===== config.mk =====
export PLATFORM = sky130hd
export DESIGN_NAME = video_timing_generator
export DESIGN_NICKNAME = d
export VERILOG_FILES = /design/src/rtl/video_timing_pkg.sv /design/src/rtl/sync_delay_line.sv /design/src/rtl/video_timing_generator.sv
export SDC_FILE = /design/constraint.sdc
export NUM_CORES = 1
export LEC_CHECK = 0
export ABC_AREA = 0
export BUFFER_PORTS_ARGS = -buffer_cell sky130_fd_sc_hd__buf_2
export CORE_ASPECT_RATIO = 1.1
export CORE_MARGIN = 4
export CORE_UTILIZATION = 30
export DETAILED_ROUTE_END_ITERATION = 10
export PLACE_DENSITY = 0.53
export SYNTH_ARGS = -nofsm -noshare
export SYNTH_HDL_FRONTEND = slang
export SYNTH_HIERARCHICAL = 1
export SYNTH_SLANG_ARGS = --single-unit

===== constraint.sdc =====
create_clock -name clk_i -period 4.4 [get_ports clk_i]
set_clock_uncertainty 0.15 [all_clocks]
set_input_delay 0.66 -clock clk_i [delete_from_list [all_inputs] [get_ports clk_i]]
set_output_delay 0.66 -clock clk_i [all_outputs]
set_load 0.02 [all_outputs]

===== src/rtl/video_timing_pkg.sv =====
// Shared constants and flag bundle for the raster timing generator.
// Defaults describe 640x480@60 with a 4:1 pixel clock divider.
package video_timing_pkg;

  localparam int VGA_ACTIVE_COLUMNS     = 640;
  localparam int VGA_ACTIVE_ROWS        = 480;
  localparam int VGA_FRONT_PORCH_H      = 16;
  localparam int VGA_SYNC_H             = 96;
  localparam int VGA_BACK_PORCH_H       = 48;
  localparam int VGA_FRONT_PORCH_V      = 10;
  localparam int VGA_SYNC_V             = 2;
  localparam int VGA_BACK_PORCH_V       = 33;
  localparam int VGA_HSYNC_ACTIVE_LOW   = 1;
  localparam int VGA_VSYNC_ACTIVE_LOW   = 1;
  localparam int VGA_CLK_DIV            = 4;
  localparam int VGA_PIPELINE_DELAY     = 2;

  typedef struct packed {
    logic hs;
    logic vs;
    logic active;
    logic ls;
    logic fs;
  } sync_flags_t;

endpackage


===== src/rtl/sync_delay_line.sv =====
// Tick-enabled shift register used to align sync flags with pixel data.
// A depth of zero degenerates into a plain wire.
module sync_delay_line #(
  parameter int  DEPTH = 2,
  parameter type T     = logic
) (
  input  logic clk_i,
  input  logic reset_i,
  input  logic tick_i,
  input  T     d_i,
  output T     q_o
);

  if (DEPTH == 0) begin : g_pass
    logic unused_ok;
    assign unused_ok = clk_i ^ reset_i ^ tick_i;
    assign q_o = d_i;
  end else begin : g_shift
    T stage_q [DEPTH];

    // shift one stage per pixel tick, cleared on reset
    always_ff @(posedge clk_i or posedge reset_i) begin
      if (reset_i) begin
        for (int i = 0; i < DEPTH; i++) begin
          stage_q[i] <= '0;
        end
      end else if (tick_i) begin
        stage_q[0] <= d_i;
        for (int i = 1; i < DEPTH; i++) begin
          stage_q[i] <= stage_q[i-1];
        end
      end
    end

    assign q_o = stage_q[DEPTH-1];
  end

endmodule


===== src/rtl/video_timing_generator.sv =====
// Raster timing generator: pixel divider, x/y/linear counters and
// delayed sync/blank/strobe outputs aligned to framebuffer reads.
module video_timing_generator
  import video_timing_pkg::*;
#(
  parameter int ACTIVE_COLUMNS         = VGA_ACTIVE_COLUMNS,
  parameter int ACTIVE_ROWS            = VGA_ACTIVE_ROWS,
  parameter int FRONT_PORCH_HORIZONTAL = VGA_FRONT_PORCH_H,
  parameter int SYNC_HORIZONTAL        = VGA_SYNC_H,
  parameter int BACK_PORCH_HORIZONTAL  = VGA_BACK_PORCH_H,
  parameter int FRONT_PORCH_VERTICAL   = VGA_FRONT_PORCH_V,
  parameter int SYNC_VERTICAL          = VGA_SYNC_V,
  parameter int BACK_PORCH_VERTICAL    = VGA_BACK_PORCH_V,
  parameter int HSYNC_ACTIVE_LOW       = VGA_HSYNC_ACTIVE_LOW,
  parameter int VSYNC_ACTIVE_LOW       = VGA_VSYNC_ACTIVE_LOW,
  parameter int CLK_DIV                = VGA_CLK_DIV,
  parameter int PIPELINE_DELAY         = VGA_PIPELINE_DELAY,
  localparam int TOTAL_COLUMNS = ACTIVE_COLUMNS + FRONT_PORCH_HORIZONTAL
                               + SYNC_HORIZONTAL + BACK_PORCH_HORIZONTAL,
  localparam int TOTAL_ROWS    = ACTIVE_ROWS + FRONT_PORCH_VERTICAL
                               + SYNC_VERTICAL + BACK_PORCH_VERTICAL,
  localparam int XW = $clog2(TOTAL_COLUMNS),
  localparam int YW = $clog2(TOTAL_ROWS),
  localparam int PW = $clog2(ACTIVE_COLUMNS * ACTIVE_ROWS) + 1
) (
  input  logic          clk_i,
  input  logic          reset_i,
  output logic          pix_tick_o,
  output logic [XW-1:0] x_o,
  output logic [YW-1:0] y_o,
  output logic [PW-1:0] pixel_o,
  output logic          hsync_o,
  output logic          vsync_o,
  output logic          video_en_o,
  output logic          line_start_o,
  output logic          frame_start_o,
  output logic          vblank_o
);

  localparam int DW = (CLK_DIV > 1) ? $clog2(CLK_DIV) : 1;
  localparam logic [DW-1:0] DIV_LAST = DW'(CLK_DIV - 1);

  // range bounds carry one spare bit so an end equal to 2**XW still fits
  localparam logic [XW-1:0] X_LAST = XW'(TOTAL_COLUMNS - 1);
  localparam logic [XW:0]   X_AC   = (XW+1)'(ACTIVE_COLUMNS);
  localparam logic [XW:0]   X_HS0  =
    (XW+1)'(ACTIVE_COLUMNS + FRONT_PORCH_HORIZONTAL);
  localparam logic [XW:0]   X_HS1  =
    (XW+1)'(ACTIVE_COLUMNS + FRONT_PORCH_HORIZONTAL + SYNC_HORIZONTAL);

  localparam logic [YW-1:0] Y_LAST = YW'(TOTAL_ROWS - 1);
  localparam logic [YW:0]   Y_AR   = (YW+1)'(ACTIVE_ROWS);
  localparam logic [YW:0]   Y_VS0  =
    (YW+1)'(ACTIVE_ROWS + FRONT_PORCH_VERTICAL);
  localparam logic [YW:0]   Y_VS1  =
    (YW+1)'(ACTIVE_ROWS + FRONT_PORCH_VERTICAL + SYNC_VERTICAL);

  localparam logic HS_POL = (HSYNC_ACTIVE_LOW != 0);
  localparam logic VS_POL = (VSYNC_ACTIVE_LOW != 0);

  logic [DW-1:0] div_q, div_d;
  logic [XW-1:0] x_q, x_d;
  logic [YW-1:0] y_q, y_d;
  logic [PW-1:0] pixel_q, pixel_d;
  logic          tick;
  logic          wrap_x;
  logic          wrap_frame;
  sync_flags_t   raw_f;
  sync_flags_t   dly_f;
  sync_flags_t   out_f;

  assign tick       = (div_q == DIV_LAST);
  assign wrap_x     = (x_q == X_LAST);
  assign wrap_frame = wrap_x && (y_q == Y_LAST);

  // raw flags decoded from the current undelayed position
  always_comb begin
    raw_f        = '0;
    raw_f.active = ({1'b0, x_q} < X_AC) && ({1'b0, y_q} < Y_AR);
    raw_f.hs     = ({1'b0, x_q} >= X_HS0) && ({1'b0, x_q} < X_HS1);
    raw_f.vs     = ({1'b0, y_q} >= Y_VS0) && ({1'b0, y_q} < Y_VS1);
    raw_f.ls     = (x_q == '0);
    raw_f.fs     = (x_q == '0) && (y_q == '0);
  end

  // next-state for divider and raster counters
  always_comb begin
    div_d   = tick ? '0 : div_q + DW'(1);
    x_d     = x_q;
    y_d     = y_q;
    pixel_d = pixel_q;
    if (tick) begin
      if (wrap_x) begin
        x_d = '0;
        y_d = (y_q == Y_LAST) ? '0 : y_q + YW'(1);
      end else begin
        x_d = x_q + XW'(1);
      end
      if (wrap_frame) begin
        pixel_d = '0;
      end else if (raw_f.active) begin
        pixel_d = pixel_q + PW'(1);
      end
    end
  end

  // divider and counter state
  always_ff @(posedge clk_i or posedge reset_i) begin
    if (reset_i) begin
      div_q   <= '0;
      x_q     <= '0;
      y_q     <= '0;
      pixel_q <= '0;
    end else begin
      div_q   <= div_d;
      x_q     <= x_d;
      y_q     <= y_d;
      pixel_q <= pixel_d;
    end
  end

  sync_delay_line #(
    .DEPTH (PIPELINE_DELAY),
    .T     (sync_flags_t)
  ) u_delay (
    .clk_i   (clk_i),
    .reset_i (reset_i),
    .tick_i  (tick),
    .d_i     (raw_f),
    .q_o     (dly_f)
  );

  // masking by reset keeps the zero-depth path at its idle level too
  assign out_f = reset_i ? '0 : dly_f;

  assign pix_tick_o    = tick & ~reset_i;
  assign x_o           = x_q;
  assign y_o           = y_q;
  assign pixel_o       = pixel_q;
  assign hsync_o       = out_f.hs ^ HS_POL;
  assign vsync_o       = out_f.vs ^ VS_POL;
  assign video_en_o    = out_f.active;
  assign line_start_o  = out_f.ls & pix_tick_o;
  assign frame_start_o = out_f.fs & pix_tick_o;
  assign vblank_o      = ({1'b0, y_q} >= Y_AR);

endmodule


Word-level counts from Yosys, hierarchy flattened --
Index checks and enable logic that the tools add are counted.
Storage, ports and cells: register bits 52, input bits 2, output and inout bits 47
Operators by class: add/subtract/negate cells 4, $lt $le $gt $ge 7, equality and inequality tests 3, multiplexer cells 6, bitwise gates (word level) 6, reductions and logical operators 10
Operator list (count):
- two-way mux 20 bit | 2
- adder 10 x 1 -> 10 bit, second input constant | 2
- adder 20 x 1 -> 20 bit, second input constant | 1
- == test 10 bit, second input constant | 2
- >= comparator 10 x 9 -> 1 bit, second input constant | 2
- zero test 10 bit | 2
- less-than comparator 10 bit, second input constant | 2
- less-than comparator 10 x 9 -> 1 bit, second input constant | 2
- two-way mux 10 bit | 2
- >= comparator 10 bit, second input constant | 1
- logical AND 1 bit | 5
- two-way mux 5 bit | 1
- AND reduction 2 bit | 2
- bitwise AND 1 bit | 3
- NOT 1 bit | 3
- adder 2 x 1 -> 2 bit, second input constant | 1
- == test 2 bit, second input constant | 1
- two-way mux 2 bit | 1
- nonzero test 2 bit | 1

Logic depth before layout (Yosys ltp) --
Gate-level depths: netlist of the first run.
depth in word-level cells 4, mapped depth 7

Hierarchy --
Netlist of the first run, hierarchy kept.
By module, submodules not included:
- video_timing_generator | instances 1, cells an instance 256, area an instance 2406.1 um2
- sync_delay_line | instances 1, cells an instance 27, area an instance 452.9 um2

Least setup slack after synthesis of the first run --
OpenSTA, ideal clock, no wires.
path kind input to output, from in reset_i, to out hsync_o, arrival 1.933 ns, required time 3.590 ns, path slack 1.657 ns, stages on the path 2, buffers on the path 0, cell sequence inv_1 nand2_1
On the way: cells in the longest elaborated chain, start to end 2
Ends and longest elaborated chain:
- start, declared | line video_timing_generator.sv:27 | input logic reset_i,
- two-way mux 5 bit | line video_timing_generator.sv:134 | assign out_f = reset_i ? '0 : dly_f;
- NOT 1 bit (no source line)
- end, declared | line video_timing_generator.sv:32 | output logic hsync_o,
Every way passes these cells.

Worst setup path in the final report of the first run --
from reg y_q[0], in the netlist y_o[0], to reg pixel_q[9], in the netlist pixel_o[9]
On the way: cells in the longest elaborated chain, start to end 4
Ends and longest elaborated chain:
- start, declared | line video_timing_generator.sv:63 | logic [YW-1:0] y_q, y_d;
- start signal, assigned | line video_timing_generator.sv:117 | y_q <= y_d;
- less-than comparator 10 x 9 -> 1 bit or == test 10 bit (tied branches) | line video_timing_generator.sv:79, video_timing_generator.sv:74
- logical AND 1 bit (on tied branches) | line video_timing_generator.sv:79, video_timing_generator.sv:74
- nonzero test 2 bit (no source line)
- AND reduction 2 bit (no source line)
- end signal, assigned | line video_timing_generator.sv:118 | pixel_q <= pixel_d;
- end, declared | line video_timing_generator.sv:64 | logic [PW-1:0] pixel_q, pixel_d;
Several ways; a longest one is shown, not always the timed one. A chain may end at the register's enable or synchronous reset.

==> results.py, run 1 <==
metrics = {
    "run_status": {
        "status": "finished, final reports clean",
    },
    "logic_synthesis": {
        "synth_area_sq_um": 2860,
        "ys.warnings.count": 6,
        "syn-num-nets": 292,
        "avgSynthCellArea_sq_um": 10.1,
        "yosys_most_used_dff": "dfrtp_1",
        "async_flop_share": 1.00,
        "syn_inst": 283,
        "synth_seq_area_share": 0.455,
        "synth-edff-count": 0,
        "ys_types": 42,
        "synth_seq_cells": 52,
    },
    "clocking": {
        "clkTransAtPathRegs_ns": 0.10,
        "cts_made_buffers": 5,
        "clock-sinks": 52,
        "post_cts_resized": 0,
        "clk_latency_ns": 0.31,
        "hold_buffers": 0,
        "cts_root_buf": "clkbuf_8",
        "clockBufferDepth": 2,
        "cts_setup_buffers": 0,
        "htree_levels": 2,
        "cts_tree": "done",
    },
    "floorplanning": {
        "core_sq_um": 9350,
        "die-height_um": 110,
        "initial_core_util": 0.306,
        "pin_count": 49,
        "die-area_sq_um": 11200,
        "die_w_um": 101,
        "num_rows": 37,
    },
    "pwr": {
        "p_sw_frac": 0.222,
        "p_switching_uw": 173,
        "power_uw": 781,
        "p_per_area_nw_per_um2": 240,
        "p_leak_uw": 0.00146,
        "combPwrFrac": 0.016,
        "internal-power_uw": 607,
        "p_clk_frac": 0.372,
        "p_seq_frac": 0.612,
        "ir_drop_v": 0.000131,
    },
    "worst_hold_path": {
        "hold_class": "input port to async pin",
    },
    "critical_path": {
        "criticalPathCategory": "flop to flop",
        "slowest_delay_ns": 0.80,
        "path_max_fanout": 13,
        "worst_setup_path_start_kind": "flop",
        "end_kind": "flop",
        "r2r_slack_ns": 1.67,
        "crit_chain": "inv_1 -> ha_1 -> nor4b_2 -> nand3_1 -> o21ai_1 -> a21boi_0",
        "crit_arrival_ns": 2.73,
        "critPathSlowestCell": "o21ai_1",
        "crit_required_ns": 4.40,
    },
    "sta": {
        "finalCriticalPeriod_ns": 2.73,
        "max_freq_mhz": 367,
        "slew_headroom": 0.449,
        "hold_viol_final": 0,
        "drv_slew": 0,
        "worst_hold_slack_ns": 0.196,
        "tns_ns": 0,
        "rsz0062_at_grt": "false",
        "min_period_over_period": 0.620,
        "worst_pin_slew_ns": 0.821,
        "setup_viol": 0,
    },
    "routing": {
        "via_count": 2289,
        "routed_wl_mm": 6.71,
        "wl_per_cell_um": 15.2,
        "final_antenna_net_count": 0,
        "firstDrtPassIters": 4,
        "drc_errors": 0,
        "initialDrtViolationCount": 96,
        "routed_via_density": 5.18,
    },
    "finish": {
        "regArea_sq_um": 1300,
        "final_common_cell": "dfrtp_1",
        "final_cell_mix": "52 x dfrtp_1, 48 x buf_2, 23 x nand2_1",
        "finish.utilization": 0.348,
        "fillCellCount": 988,
        "drive_above_1_share": 0.225,
        "area_growth_pct": 13.8,
        "antennaDiodeCount": 0,
        "multi_input_area_sq_um": 1390,
        "finalNetCount": 333,
    },
    "global_route": {
        "track_usage": 0.125,
        "antenna_found_initial": 0,
        "grt_pass1_vias": 2124,
        "grt_max_degree": 31,
        "grt-ovfl-total": 0,
        "grt_first_pass_wirelength_mm": 11.1,
    },
    "place": {
        "hpwl_mm": 4.71,
        "gp_congestion": 0.735,
        "port_buffers": 48,
    },
    "job": {
        "drv_cap": 0,
    },
}
## routing by layer
layer,vias to the layer above,GRT usage,part of all wire
li1,1111,-,-
met1,1125,0.183,0.49
met2,48,0.191,0.46
met3,5,0.0252,0.043
met4,0,0.0285,0.0082
met5,-,0,0
## metrics by stage
step                      std cells  cell area [sq um]  setup WS, ns
after global routing            442               3250          1.27
after floorplan                 283               2860          1.66
after detailed placement        434               3160          1.67
after CTS                       442               3250          1.66
final                           442               3250          1.67
after global placement          434               3160          1.72
## final cells by class
| type | instances | area share |
|---|---|---|
| clock inverters | 1 | 0.00231 |
| inverters | 17 | 0.0196 |
| flip-flops and latches | 52 | 0.400 |
| clock buffers | 7 | 0.0265 |
| repair buffers | 50 | 0.0785 |
| well taps | 117 | 0.0450 |
| multi-input cells | 198 | 0.428 |
## flip-flops by register name (all words and copies together) (netlist names)
| signal | count |
|---|---|
| x_o | 10 |
| pixel_o | 20 |
| u_delay/g_shift.stage_q | 5 |
| u_delay/q_o | 5 |
| y_o | 10 |
| div_q | 2 |
## power by group through the flow
stage	combinational (uW)	clock, uW	sequential (uW)
2_1_floorplan	8.15	0	487
3_3_place_gp	13.5	0	487
3_5_place_dp	13.7	0	487
4_1_cts	13.8	305	478
5_1_grt	15.4	326	478
6_report	12.7	291	477
## final timing paths
kind / to / start / cells past startpoint
min in group clk_i: div_q[0] / div_q[0] / 1
worst min register to register: div_q[0] / div_q[0] / 1
worst max register to register: pixel_o[9] / y_o[0] / 6
worst max-delay path: pixel_o[9] / y_o[0] / 6
max in group asynchronous: y_o[4] / reset_i / 3
worst min-delay path: u_delay/q_o[3] / reset_i / 2
## worst max-delay path: cells and delay by family (launching register included)
| family | cells | cell delay, ns |
|---|---|---|
| AO/OA/AOI/OAI | 2 | 0.98 |
| adder cells (fa/ha/maj) | 1 | 0.15 |
| buffers and inverters | 1 | 0.13 |
| flip-flops | 1 | 0.43 |
| AND/OR/NAND/NOR | 2 | 0.73 |
## Yosys cell counts (all sizes together) (7+ instances only)
cell type	n	area share
dfrtp	52	0.46
buf	12	0.030
nand3	23	0.045
and3	11	0.024
inv	17	0.022
nand2	23	0.030
ha	7	0.031
o211ai	14	0.037
nor2	12	0.016
o21ai	14	0.025
mux2	10	0.053
nand4	10	0.024
xnor2	9	0.028
or4	10	0.026
## cell families after synthesis
kind of cell / count (synthesis) / share of synthesized area
AND/OR/NAND/NOR: 114 / 0.228
flip-flops: 52 / 0.455
multiplexers: 14 / 0.0665
XOR/XNOR: 15 / 0.0460
adder cells (fa/ha/maj): 7 / 0.0306
AO/OA/AOI/OAI: 48 / 0.116
buffers and inverters: 33 / 0.0578
Power figures use the tool's default switching activity.
==> run 2, diff against run 1 <==
==> constraint.sdc (replaced) <==
create_clock -name clk_i -period 2.7 [get_ports clk_i]
set_clock_uncertainty 0.15 [all_clocks]
set_input_delay 0.405 -clock clk_i [delete_from_list [all_inputs] [get_ports clk_i]]
set_output_delay 0.405 -clock clk_i [all_outputs]
set_load 0.02 [all_outputs]
==> run 2 against run 1 <==
Effect of this change: routed wire length is 0.55% lower; register-to-register slack worse by 1.2 ns; via count is 0.83% lower; non-clock buffer count is 3 higher; cell count is 0.68% higher; global-route usage hardly changed; sequential power is 63% higher; largest cell class unchanged; cell area is 0.77% higher; first-iteration DRC count is 21% higher; utilization is 0.27 points higher.
==> results.py, run 2 (synthesis results as in run 1) <==
metrics = {
    "run_status": {
        "status": "finished, final reports clean",
    },
    "clocking": {
        "cts_root_buf": "clkbuf_8",
        "cts_tree": "done",
        "clock-sinks": 52,
        "cts_made_buffers": 5,
        "htree_levels": 2,
        "clockBufferDepth": 2,
        "clkTransAtPathRegs_ns": 0.08,
        "clk_latency_ns": 0.31,
        "cts_setup_buffers": 0,
    },
    "place": {
        "port_buffers": 48,
        "hpwl_mm": 4.72,
        "post-place-ws_ns": 0.547,
        "dp.cells": 436,
        "gp_congestion": 0.800,
    },
    "sta": {
        "setup_viol": 0,
        "max_freq_mhz": 431,
        "worst_hold_slack_ns": 0.287,
        "slew_headroom": 0.640,
        "finalCriticalPeriod_ns": 2.32,
        "hold_viol_final": 0,
        "drv_slew": 0,
        "worst_pin_slew_ns": 0.540,
        "rsz0062_at_grt": "false",
        "min_period_over_period": 0.859,
        "setup_slack_ns": 0.379,
        "tns_ns": 0,
    },
    "routing": {
        "final_antenna_net_count": 0,
        "drc_errors": 0,
        "wl_met3_um": 285,
        "via_count": 2270,
        "wl_per_cell_um": 15.0,
        "wl_met2_mm": 3.04,
        "top_layer": "met4",
        "routed_wl_mm": 6.68,
        "firstDrtPassIters": 4,
        "initialDrtViolationCount": 116,
        "drt-met1-wl_mm": 3.27,
        "routed_via_density": 5.10,
    },
    "critical_path": {
        "crit_arrival_ns": 1.77,
        "worst_setup_path_start_kind": "flop",
        "path_max_fanout": 18,
        "crit_required_ns": 2.14,
        "criticalPathCategory": "flop to output port",
        "path_buf_inv": 2,
        "slowest_delay_ns": 0.36,
        "end_kind": "output port",
        "crit_chain": "ha_1 -> buf_4 -> nor2b_1 -> and2_1 -> buf_2",
        "critPathSlowestCell": "dfrtp_1",
        "cp_top_family": "buffers and inverters",
    },
    "floorplanning": {
        "initial_core_util": 0.306,
        "die-height_um": 110,
        "num_rows": 37,
        "pin_count": 49,
        "die-area_sq_um": 11200,
        "core_sq_um": 9350,
        "die_w_um": 101,
    },
    "finish": {
        "final_common_cell": "dfrtp_1",
        "area_growth_pct": 14.7,
        "largest_reg_flops": 20,
        "final_cell_mix": "52 x dfrtp_1, 48 x buf_2, 23 x nand2_1",
        "fin_cells": 445,
        "antennaDiodeCount": 0,
        "fillCellCount": 973,
        "drive_above_1_share": 0.229,
        "finalNetCount": 336,
    },
    "global_route": {
        "grt_first_pass_wirelength_mm": 11.2,
        "antenna_found_initial": 0,
        "grt-ovfl-total": 0,
        "track_usage": 0.126,
        "grt_max_degree": 35,
        "grt_pass1_vias": 2215,
    },
    "pwr": {
        "p_leak_uw": 0.00148,
        "ir_drop_v": 0.000137,
        "power_uw": 1270,
        "p_per_area_nw_per_um2": 386,
    },
    "job": {
        "drv_cap": 0,
    },
    "worst_hold_path": {
        "hold_class": "flop to flop",
    },
}
-- run 2: changes by cell type in the layout (fill, tap and decap cells not counted) --
cell | previous run | this run
dlygate4sd3_1 | 0 | 1
buf_4 | 2 | 4
-- run 2: stage by stage --
step,util,instance area (sq um)
6_report,0.351,3280
5_1_grt,0.351,3280
4_1_cts,0.351,3280
3_5_place_dp,0.339,3170
3_3_place_gp,0.339,3170
2_1_floorplan,-,2860
-- run 2: worst reg2reg max path, cell delays in order, from the launching register on --
cell and delay [ns]:
dfrtp_1 0.43, inv_1 0.13, ha_1 0.17, nor4b_2 0.38
nand3_1 0.24, nor2_1 0.39, o21ai_0 0.18
-- run 2: worst paths after layout --
path,slack [ns],startpoint,end,cells past startpoint
setup / recovery,0.38,div_q[0],frame_start_o,5
hold / removal,0.29,div_q[0],div_q[0],1
setup reg to reg,0.51,y_o[0],pixel_o[1],6
hold reg to reg,0.29,div_q[0],div_q[0],1
max in group asynchronous,1.18,reset_i,pixel_o[2],4
min in group asynchronous,0.45,reset_i,y_o[6],3
-- run 2: cell type report --
type / instances / area (sq um) / area share
clock buffers: 7 / 86.3 / 0.0263
well taps: 117 / 146 / 0.0447
flip-flops and latches: 52 / 1300 / 0.397
multi-input cells: 198 / 1390 / 0.425
clock inverters: 1 / 7.51 / 0.00229
inverters: 17 / 63.8 / 0.0195
repair buffers: 53 / 280 / 0.0855
-- run 2: layer usage --
layer / GRT usage / vias up
li1: - / 1115
met1: 0.179 / 1099
met2: 0.195 / 49
met3: 0.0233 / 7
met4: 0.0342 / 0
met5: 0 / -
-- run 2: what timing repair did --
item | in CTS | in global routing
hold buffers | 1 | 0
hold endpoints to repair | 18 | 0
gates resized for setup | 0 | 0
-- run 2: report_power, final --
group	internal, uW	switching, uW
clock	209	257
sequential	778	0
combinational	3.38	18.5
==> run 3, diff against run 2 <==
--- a/config.mk
+++ b/config.mk
@@ -10,8 +10,10 @@
 export CORE_ASPECT_RATIO = 1.1
 export CORE_MARGIN = 4
 export CORE_UTILIZATION = 30
+export CTS_CLUSTER_SIZE = 24
 export DETAILED_ROUTE_END_ITERATION = 10
 export PLACE_DENSITY = 0.53
+export SKIP_LAST_GASP = 1
 export SYNTH_ARGS = -nofsm -noshare
 export SYNTH_HDL_FRONTEND = slang
 export SYNTH_HIERARCHICAL = 1
==> constraint.sdc (replaced) <==
create_clock -name clk_i -period 3 [get_ports clk_i]
set_clock_uncertainty 0.15 [all_clocks]
set_input_delay 0.45 -clock clk_i [delete_from_list [all_inputs] [get_ports clk_i]]
set_output_delay 0.45 -clock clk_i [all_outputs]
set_load 0.02 [all_outputs]
==> run 3 against run 2 <==
Effect of this change: routed wire length is 0.16% lower; sequential power is 10% lower; clock power is 10% lower; via count is 1.5% higher; combinational power is 11% lower; critical path type unchanged.
==> results.py, run 3 (synthesis results as in run 1) <==
metrics = {
    "floorplanning": {
        "pin_count": 49,
        "num_rows": 37,
        "die-area_sq_um": 11200,
        "die-height_um": 110,
        "core_sq_um": 9350,
        "die_w_um": 101,
        "initial_core_util": 0.306,
    },
    "finish": {
        "final_cell_mix": "52 x dfrtp_1, 48 x buf_2, 23 x nand2_1",
        "multi_input_area_sq_um": 1390,
        "drive_above_1_share": 0.229,
        "final_cell_area_sq_um": 3280,
        "largest_reg_flops": 20,
        "final_common_cell": "dfrtp_1",
        "area_growth_pct": 14.7,
        "antennaDiodeCount": 0,
        "regArea_sq_um": 1300,
        "finalNetCount": 336,
        "fillCellCount": 993,
    },
    "critical_path": {
        "critPathSlowestCell": "dfrtp_1",
        "reg2reg_from": "div_q[0]",
        "worst_setup_path_start_kind": "flop",
        "cp_top_family": "buffers and inverters",
        "crit_arrival_ns": 1.84,
        "rr_worst_depth": 5,
        "path_buf_inv": 2,
        "crit_chain": "ha_1 -> buf_4 -> nor2b_1 -> and2_1 -> buf_2",
        "path_max_fanout": 14,
        "end_kind": "output port",
        "slowest_delay_ns": 0.36,
        "critPathLaunch": "div_q[0]",
        "crit_required_ns": 2.40,
        "criticalPathCategory": "flop to output port",
        "cp_num_cells": 5,
    },
    "global_route": {
        "antenna_found_initial": 0,
        "grt_max_degree": 36,
        "grt_first_pass_wirelength_mm": 11.4,
        "track_usage": 0.126,
        "grt_pass1_vias": 2266,
        "grt-ovfl-total": 0,
    },
    "clocking": {
        "cts_root_buf": "clkbuf_8",
        "htree_levels": 2,
        "post_cts_resized": 0,
        "cts_tree": "done",
        "clkTransAtPathRegs_ns": 0.08,
        "clk_latency_ns": 0.31,
        "clock-sinks": 52,
        "cts_made_buffers": 5,
        "clockBufferDepth": 2,
    },
    "routing": {
        "wl_per_cell_um": 15.0,
        "firstDrtPassIters": 5,
        "drc_errors": 0,
        "routed_via_density": 5.18,
        "final_antenna_net_count": 0,
        "routed_wl_mm": 6.67,
        "initialDrtViolationCount": 62,
        "via_count": 2305,
    },
    "pwr": {
        "p_per_area_nw_per_um2": 347,
        "ir_drop_v": 0.000170,
        "power_uw": 1140,
        "p_leak_uw": 0.00148,
    },
    "worst_hold_path": {
        "min_from": "div_q[0]",
        "hold_class": "flop to flop",
        "hold_depth": 1,
    },
    "job": {
        "drv_cap": 0,
    },
    "sta": {
        "hold_viol_final": 0,
        "slew_headroom": 0.643,
        "max_freq_mhz": 409,
        "finalCriticalPeriod_ns": 2.44,
        "drv_slew": 0,
        "rsz0062_at_grt": "false",
        "worst_pin_slew_ns": 0.536,
        "min_period_over_period": 0.815,
        "setup_viol": 0,
        "tns_ns": 0,
    },
    "place": {
        "gp_congestion": 0.769,
        "place_area_sq_um": 3170,
        "port_buffers": 48,
        "hpwl_mm": 4.74,
    },
    "run_status": {
        "status": "finished, final reports clean",
    },
}
==> run 3: cell type report <==
type,count,share of cell area
Clock inverter,1,0.00229
Timing Repair Buffer,53,0.0855
Clock buffer,7,0.0263
Inverter,17,0.0195
Sequential cell,52,0.397
Tap cell,117,0.0447
Multi-Input combinational cell,198,0.425
==> run 3: what timing repair did <==
item                                   CTS  global route
buffers inserted                         0             0
endpoints found under the hold margin   17             0
hold buffers                             1             0
==> run 3: path summary, 6_finish.rpt <==
| check | end | slack [ns] |
|---|---|---|
| worst max-delay path | frame_start_o | 0.56 |
| worst max register to register | pixel_o[1] | 0.83 |
| worst min-delay path | div_q[0] | 0.29 |
| max in group asynchronous | pixel_o[0] | 1.46 |
| min in group asynchronous | x_o[3] | 0.49 |
| worst min register to register | div_q[0] | 0.29 |
==> run 3: metrics by stage <==
step	std cells	hold slack (ns)	setup slack [ns]	utilization
final	445	0.292	0.556	0.351
after global routing	445	0.311	0.351	0.351
after CTS	445	0.286	0.538	0.351
after detailed placement	436	0.275	0.810	0.339
after global placement	436	0.262	0.899	0.339
after floorplan	283	0.140	0.677	-
==> run 3: routing by layer <==
layer	share of wire	wire length, um	vias up	global-route usage
li1	-	-	1126	-
met1	0.48	3200	1105	0.176
met2	0.46	3050	60	0.199
met3	0.049	327	14	0.0258
met4	0.014	91	0	0.0370
met5	0	0	-	0
==> run 3: power by group <==
| group | switching, uW | total [uW] | internal (uW) |
|---|---|---|---|
| combinational | 16.4 | 19.4 | 3.04 |
| clock | 230 | 418 | 188 |
| sequential | 0 | 700 | 700 |
